==> src/rtl/fetch_pkg.sv <==
// Shared types and constants for the RV32I instruction-fetch stage.
package fetch_pkg;

    typedef enum logic [1:0] {
        BOOT  = 2'd0,
        FETCH = 2'd1,
        HOLD  = 2'd2,
        DRAIN = 2'd3
    } fetch_state_e;

    localparam logic [31:0] NOP_INST = 32'h0000_0013;

    typedef struct packed {
        logic [31:0] inst;
        logic [31:0] pc;
        logic        valid;
    } if_id_t;

    function automatic logic [31:0] word_align(input logic [31:0] addr);
        return addr & 32'hFFFF_FFFC;
    endfunction

endpackage

==> src/rtl/if_id_reg.sv <==
// IF/ID pipeline payload register with load / bubble / hold controls.
module if_id_reg
    import fetch_pkg::*;
#(
    parameter logic [31:0] RESET_PC = 32'h0000_0000,
    parameter logic [31:0] NOP_INST = 32'h0000_0013
) (
    input  logic   clk_i,
    input  logic   rst_ni,
    input  logic   load_i,
    input  logic   bubble_i,
    input  if_id_t data_i,
    output if_id_t data_o
);

    if_id_t data_d;
    if_id_t data_q;

    // A bubble keeps the old pc so pc_o/pc4_o stay stable; it beats load.
    always_comb begin
        // NOTE: default-assign every always_comb output first so no path infers a latch.
        data_d = data_q;
        if (bubble_i) begin
            data_d.inst  = NOP_INST;
            data_d.valid = 1'b0;
        end else if (load_i) begin
            data_d = data_i;
        end
    end

    always_ff @(posedge clk_i or negedge rst_ni) begin
        if (!rst_ni) begin
            data_q <= '{inst: NOP_INST, pc: RESET_PC, valid: 1'b0};
        end else begin
            // NOTE: sequential state uses non-blocking assignments only.
            data_q <= data_d;
        end
    end

    assign data_o = data_q;

endmodule

==> src/rtl/fetch_stage.sv <==
// RV32I fetch stage: owns the PC, runs the icache req/ack handshake and
// drives the IF/ID register, honouring stall (hazard unit) and flush (execute).
module fetch_stage
    import fetch_pkg::*;
#(
    parameter logic [31:0] RESET_PC = 32'h0000_0000,
    parameter logic [31:0] NOP_INST = fetch_pkg::NOP_INST
) (
    input  logic        clk_i,
    input  logic        rst_ni,
    input  logic        stall_i,
    input  logic        flush_i,
    input  logic [31:0] redirect_pc_i,
    output logic        icache_req_o,
    output logic [31:0] icache_addr_o,
    input  logic        icache_ack_i,
    input  logic [31:0] icache_rdata_i,
    output logic [31:0] inst_o,
    output logic [31:0] pc_o,
    output logic [31:0] pc4_o,
    output logic        valid_o,
    output logic [31:0] fetch_stall_cnt_o
);

    fetch_state_e state_q, state_d;
    logic [31:0]  pc_q, pc_d;
    logic [31:0]  redir_q, redir_d;
    if_id_t       buf_q, buf_d;
    logic         req_q, req_d;
    logic [31:0]  cnt_q, cnt_d;

    logic         ifid_load;
    logic         ifid_bubble;
    if_id_t       ifid_in;
    if_id_t       ifid_out;
    logic [31:0]  target;

    assign target = word_align(redirect_pc_i);

    always_comb begin
        state_d     = state_q;
        pc_d        = pc_q;
        redir_d     = redir_q;
        buf_d       = buf_q;
        ifid_load   = 1'b0;
        ifid_bubble = 1'b0;
        ifid_in     = buf_q;

        unique case (state_q)
            BOOT: state_d = FETCH;

            FETCH: begin
                if (flush_i) begin
                    ifid_bubble = 1'b1;
                    if (icache_ack_i) begin
                        pc_d = target;
                    end else begin
                        // Request still outstanding: park the target until it completes.
                        redir_d = target;
                        state_d = DRAIN;
                    end
                end else if (icache_ack_i) begin
                    pc_d = pc_q + 32'd4;
                    if (stall_i) begin
                        buf_d   = '{inst: icache_rdata_i, pc: pc_q, valid: 1'b1};
                        state_d = HOLD;
                    end else begin
                        ifid_load = 1'b1;
                        ifid_in   = '{inst: icache_rdata_i, pc: pc_q, valid: 1'b1};
                    end
                end else if (!stall_i) begin
                    ifid_bubble = 1'b1;
                end
            end

            HOLD: begin
                if (flush_i) begin
                    ifid_bubble = 1'b1;
                    pc_d        = target;
                    state_d     = FETCH;
                end else if (!stall_i) begin
                    ifid_load = 1'b1;
                    state_d   = FETCH;
                end
            end

            DRAIN: begin
                ifid_bubble = 1'b1;
                if (flush_i) begin
                    redir_d = target;
                end
                if (icache_ack_i) begin
                    pc_d    = flush_i ? target : redir_q;
                    state_d = FETCH;
                end
            end

            default: state_d = BOOT;
        endcase

        req_d = (state_d == FETCH) || (state_d == DRAIN);
        cnt_d = (req_q && !icache_ack_i && (cnt_q != 32'hFFFF_FFFF)) ? cnt_q + 32'd1 : cnt_q;
    end

    always_ff @(posedge clk_i or negedge rst_ni) begin
        if (!rst_ni) begin
            state_q <= BOOT;
            pc_q    <= RESET_PC;
            redir_q <= RESET_PC;
            buf_q   <= '{inst: NOP_INST, pc: RESET_PC, valid: 1'b0};
            req_q   <= 1'b0;
            cnt_q   <= 32'd0;
        end else begin
            state_q <= state_d;
            pc_q    <= pc_d;
            redir_q <= redir_d;
            buf_q   <= buf_d;
            req_q   <= req_d;
            cnt_q   <= cnt_d;
        end
    end

    if_id_reg #(
        .RESET_PC (RESET_PC),
        .NOP_INST (NOP_INST)
    ) u_if_id_reg (
        .clk_i    (clk_i),
        .rst_ni   (rst_ni),
        .load_i   (ifid_load),
        .bubble_i (ifid_bubble),
        .data_i   (ifid_in),
        .data_o   (ifid_out)
    );

    assign icache_req_o      = req_q;
    assign icache_addr_o     = word_align(pc_q);
    assign inst_o            = ifid_out.inst;
    assign pc_o              = ifid_out.pc;
    assign pc4_o             = ifid_out.pc + 32'd4;
    assign valid_o           = ifid_out.valid;
    assign fetch_stall_cnt_o = cnt_q;

endmodule

==> config.mk <==
export PLATFORM = sky130hd
export DESIGN_NAME = fetch_stage
export DESIGN_NICKNAME = d
export VERILOG_FILES = /design/src/rtl/fetch_pkg.sv /design/src/rtl/if_id_reg.sv /design/src/rtl/fetch_stage.sv
export SDC_FILE = /design/constraint.sdc
export NUM_CORES = 1
export LEC_CHECK = 0
export ABC_AREA = 1
export ABC_CLOCK_PERIOD_IN_PS = 2200
export CORE_MARGIN = 2
export CORE_UTILIZATION = 40
export CTS_CLUSTER_DIAMETER = 40
export DETAILED_ROUTE_END_ITERATION = 8
export GPL_TIMING_DRIVEN = 1
export PLACE_DENSITY_LB_ADDON = 0.05
export SYNTH_ARGS = -nofsm -noshare
export SYNTH_HDL_FRONTEND = slang
export SYNTH_HIERARCHICAL = 1
export SYNTH_SLANG_ARGS = --single-unit
==> constraint.sdc <==
create_clock -name clk_i -period 2.2 [get_ports clk_i]
set_input_delay 0.55 -clock clk_i [delete_from_list [all_inputs] [get_ports clk_i]]
set_output_delay 0.55 -clock clk_i [all_outputs]
set_load 0.02 [all_outputs]
==> metrics.txt <==
Fin. Hold Viols=0; fin. max-slew vios=0; Hold Path Class=reg2reg; first-pass GRT wire length=63.24 mm; clock sink total=228; Post-Syn Area=0.01269 mm²; Post-synth ARST share=100.0%; Pwr per Cell Area=1363 mW/mm²; Final TNS setup=-6.279 ns; setup ws final=-0.3944 ns; WL final=38.95 mm; GRT Util Overall=23.59%; Layout fillers=3005; largest net degree at the start of global routing=68; Static Leak=8.953 nW; RSZ-0062 raised after global routing=yes; fmax=385.4 MHz; Synth Register Bits=228; clk buf depth=3; overall die width=182.1 µm; placed insts=2416; vias per std cell=4.951; Worst VDD drop=784.4 µV; Syn Inst Count=1763; Max Cap Viol=0; clk slew on worst S/H paths=0.06 ns; Setup WS pre-CTS=-0.4361 ns; Final ANT Viol Nets=0; failing checks=negative setup slack; H-Tree Depth=2; Worst setup EP type=primary output; Final Hold Slack=0.4644 ns; post-layout net count=2145; Setup-failing EPs final=25; I/O Buffers=226; CP Max Fanout=4; DRC Markers=0; core outline area=0.03139 mm²; period utilization=117.9%; crit path launch type=register; Layout Skew=0.01550 ns; type of the worst setup path=reg2out; num ports=231; via count=12370; Chip Height=182.1 µm; GRT overflow=0; die area=0.03316 mm²; clock root cell=clkbuf_16; GP Congestion=0.9293; status=finished, violations left; initial antenna violation count=0; Syn Area/Cell=7.196 µm²; worst skew pair latency=0.51 ns; ys flop type=dfrtp_1; final std cells w/o fill=2499; sequential area share after synthesis=45.03%; yosys warns=6; Slew @ Worst Pin=0.4889 ns; overall power=24.25 mW; share of layout cells above drive strength 1=15.31%; flop2flop setup slack=0.18 ns; Crit path arrival time=2.04 ns; starting density of the core=40.41%; DRT iter0 DRCs=764; diode count=0; row cnt=65; Min Clock Period, post-route=2.594 ns; vias in the first global route=12120; TritonCTS clock tree=built; Worst EP required=1.65 ns; TritonCTS Buffers=39; EDFF count, synth=0; normalized max-slew margin=67.16%; post-DP HPWL=28.61 mm; DRT Pass-1 Iters=5; drt wl/cell=15.59 µm; Area Overhead vs Synth=40.26%; synth unique cells=35
-- critical path, cell delays in order, from the launching register on --
cell     delay [ns]
dfrtp_1        0.41
nand2_2        0.10
nor2_4         0.12
nand2_4        0.08
buf_6          0.12
nor4_4         0.25
buf_4          0.16
xor2_1         0.13
buf_4          0.16
-- cells in the mapped netlist (3+ instances only) --
| cell type | number | area (µm²) |
|---|---|---|
| nor2_2 | 4 | 25.02 |
| nand3b_1 | 9 | 67.56 |
| nor4_1 | 3 | 18.77 |
| nor3_1 | 23 | 115.1 |
| nand2_1 | 600 | 2252 |
| nand4_1 | 12 | 75.07 |
| inv_1 | 146 | 548.0 |
| dfrtp_1 | 222 | 5555 |
| o21ai_1 | 4 | 20.02 |
| inv_2 | 4 | 15.01 |
| nor2_1 | 147 | 551.8 |
| nand3_1 | 116 | 580.6 |
| clkbuf_1 | 40 | 150.1 |
| ha_1 | 7 | 87.58 |
| a22oi_1 | 11 | 82.58 |
| buf_4 | 35 | 262.8 |
| dfstp_2 | 6 | 157.7 |
| a21oi_1 | 51 | 255.2 |
| o221ai_1 | 3 | 26.28 |
| nor2_4 | 4 | 45.04 |
| buf_1 | 4 | 15.01 |
| xnor2_1 | 19 | 166.4 |
| nand2_2 | 5 | 31.28 |
| buf_2 | 31 | 155.2 |
| xor2_1 | 28 | 245.2 |
| o21ai_0 | 214 | 1071 |
-- per-stage QoR --
stage | utilization, % | area (µm²)
after global routing | 56.68 | 17790
final | 56.68 | 17790
after floorplan | - | 12720
after CTS | 55.88 | 17540
after global placement | 51.65 | 16220
after detailed placement | 51.65 | 16220
-- registers in the layout, summed over array words and instances (netlist names) --
signal,count
u_if_id_reg/data_o,65
buf_q,65
state_q,2
fetch_stall_cnt_o,32
pc_q,32
redir_q,32
-- per-layer routing --
layer,GRT usage [%],vias to the layer above,share of wire (%)
met5,0,-,0
met1,29.30,5805,43
met4,7.355,0,2.7
met2,42.27,265,51
met3,3.512,76,4.0
li1,-,6226,-
-- kinds of logic (layout without fill, tap and decap cells) --
family | count (synthesis) | in the layout | synth area share, %
AND/OR/NAND/NOR | 925 | 925 | 29.75
AO/OA/AOI/OAI | 293 | 293 | 12.04
buffers and inverters | 262 | 595 | 9.211
flip-flops | 228 | 228 | 45.03
XOR/XNOR | 47 | 47 | 3.245
adder cells (fa/ha/maj) | 7 | 7 | 0.6903
other | 1 | 2 | 0.02956
-- repair_timing --
item                                    in CTS  in global routing
endpoints found under the hold margin       36                  0
buffers inserted                             7                  7
pin swaps                                   14                 27
cloned                                       0                  0
endpoints found under the setup margin      67                 84
gates resized for setup                    216                 56
hold buffers                                 1                  0
-- cell usage in the layout (no fill, tap or decap), types with 8 or more instances in the layout --
cell,count
nor2_4,8
buf_12,24
inv_1,144
xor2_1,27
dlygate4sd2_1,40
nand2_2,9
nor2_2,12
nand3b_1,9
a22oi_1,11
buf_4,143
a21oi_1,51
nor2_1,135
dlymetal6s2s_1,18
clkdlybuf4s50_1,139
buf_6,9
nand4_1,12
o21ai_0,214
xnor2_1,12
nand3_1,111
clkbuf_16,39
nand2_1,592
dfrtp_1,216
nor3_1,16
-- power breakdown --
group,leakage [nW],switching [mW],internal (mW)
Combinational,5.46,6.38,4.68
Sequential,2.89,1.41,5.92
Clock,0.604,2.22,3.65
Total,8.95,10.0,14.2
-- cell type report --
| cell class | count | area [µm²] | share of cell area [%] |
|---|---|---|---|
| clock buffers | 45 | 1039 | 5.836 |
| clock inverters | 24 | 221.5 | 1.245 |
| inverters | 150 | 564.3 | 3.171 |
| multi-input cells | 1274 | 6095 | 34.25 |
| flip-flops and latches | 228 | 5720 | 32.15 |
| well taps | 402 | 503.0 | 2.827 |
| repair buffers | 376 | 3652 | 20.52 |
-- worst paths after layout --
path                                                         from                           endpoint  cells past startpoint
worst max-delay path            u_if_id_reg/data_o[8]$_DFFE_PN0P_                          pc4_o[25]                      8
worst min-delay path                         buf_q[0]$_DFFE_PN0P_               buf_q[0]$_DFFE_PN0P_                      2
worst max register to register               state_q[0]$_DFF_PN0_               pc_q[24]$_DFFE_PN0P_                      9
worst min register to register               buf_q[0]$_DFFE_PN0P_               buf_q[0]$_DFFE_PN0P_                      2
max in group asynchronous                                  rst_ni               pc_q[16]$_DFFE_PN0P_                      3
min in group asynchronous                                  rst_ni  fetch_stall_cnt_o[25]$_DFFE_PN0P_                      2
(Power assumes the default switching activity.)
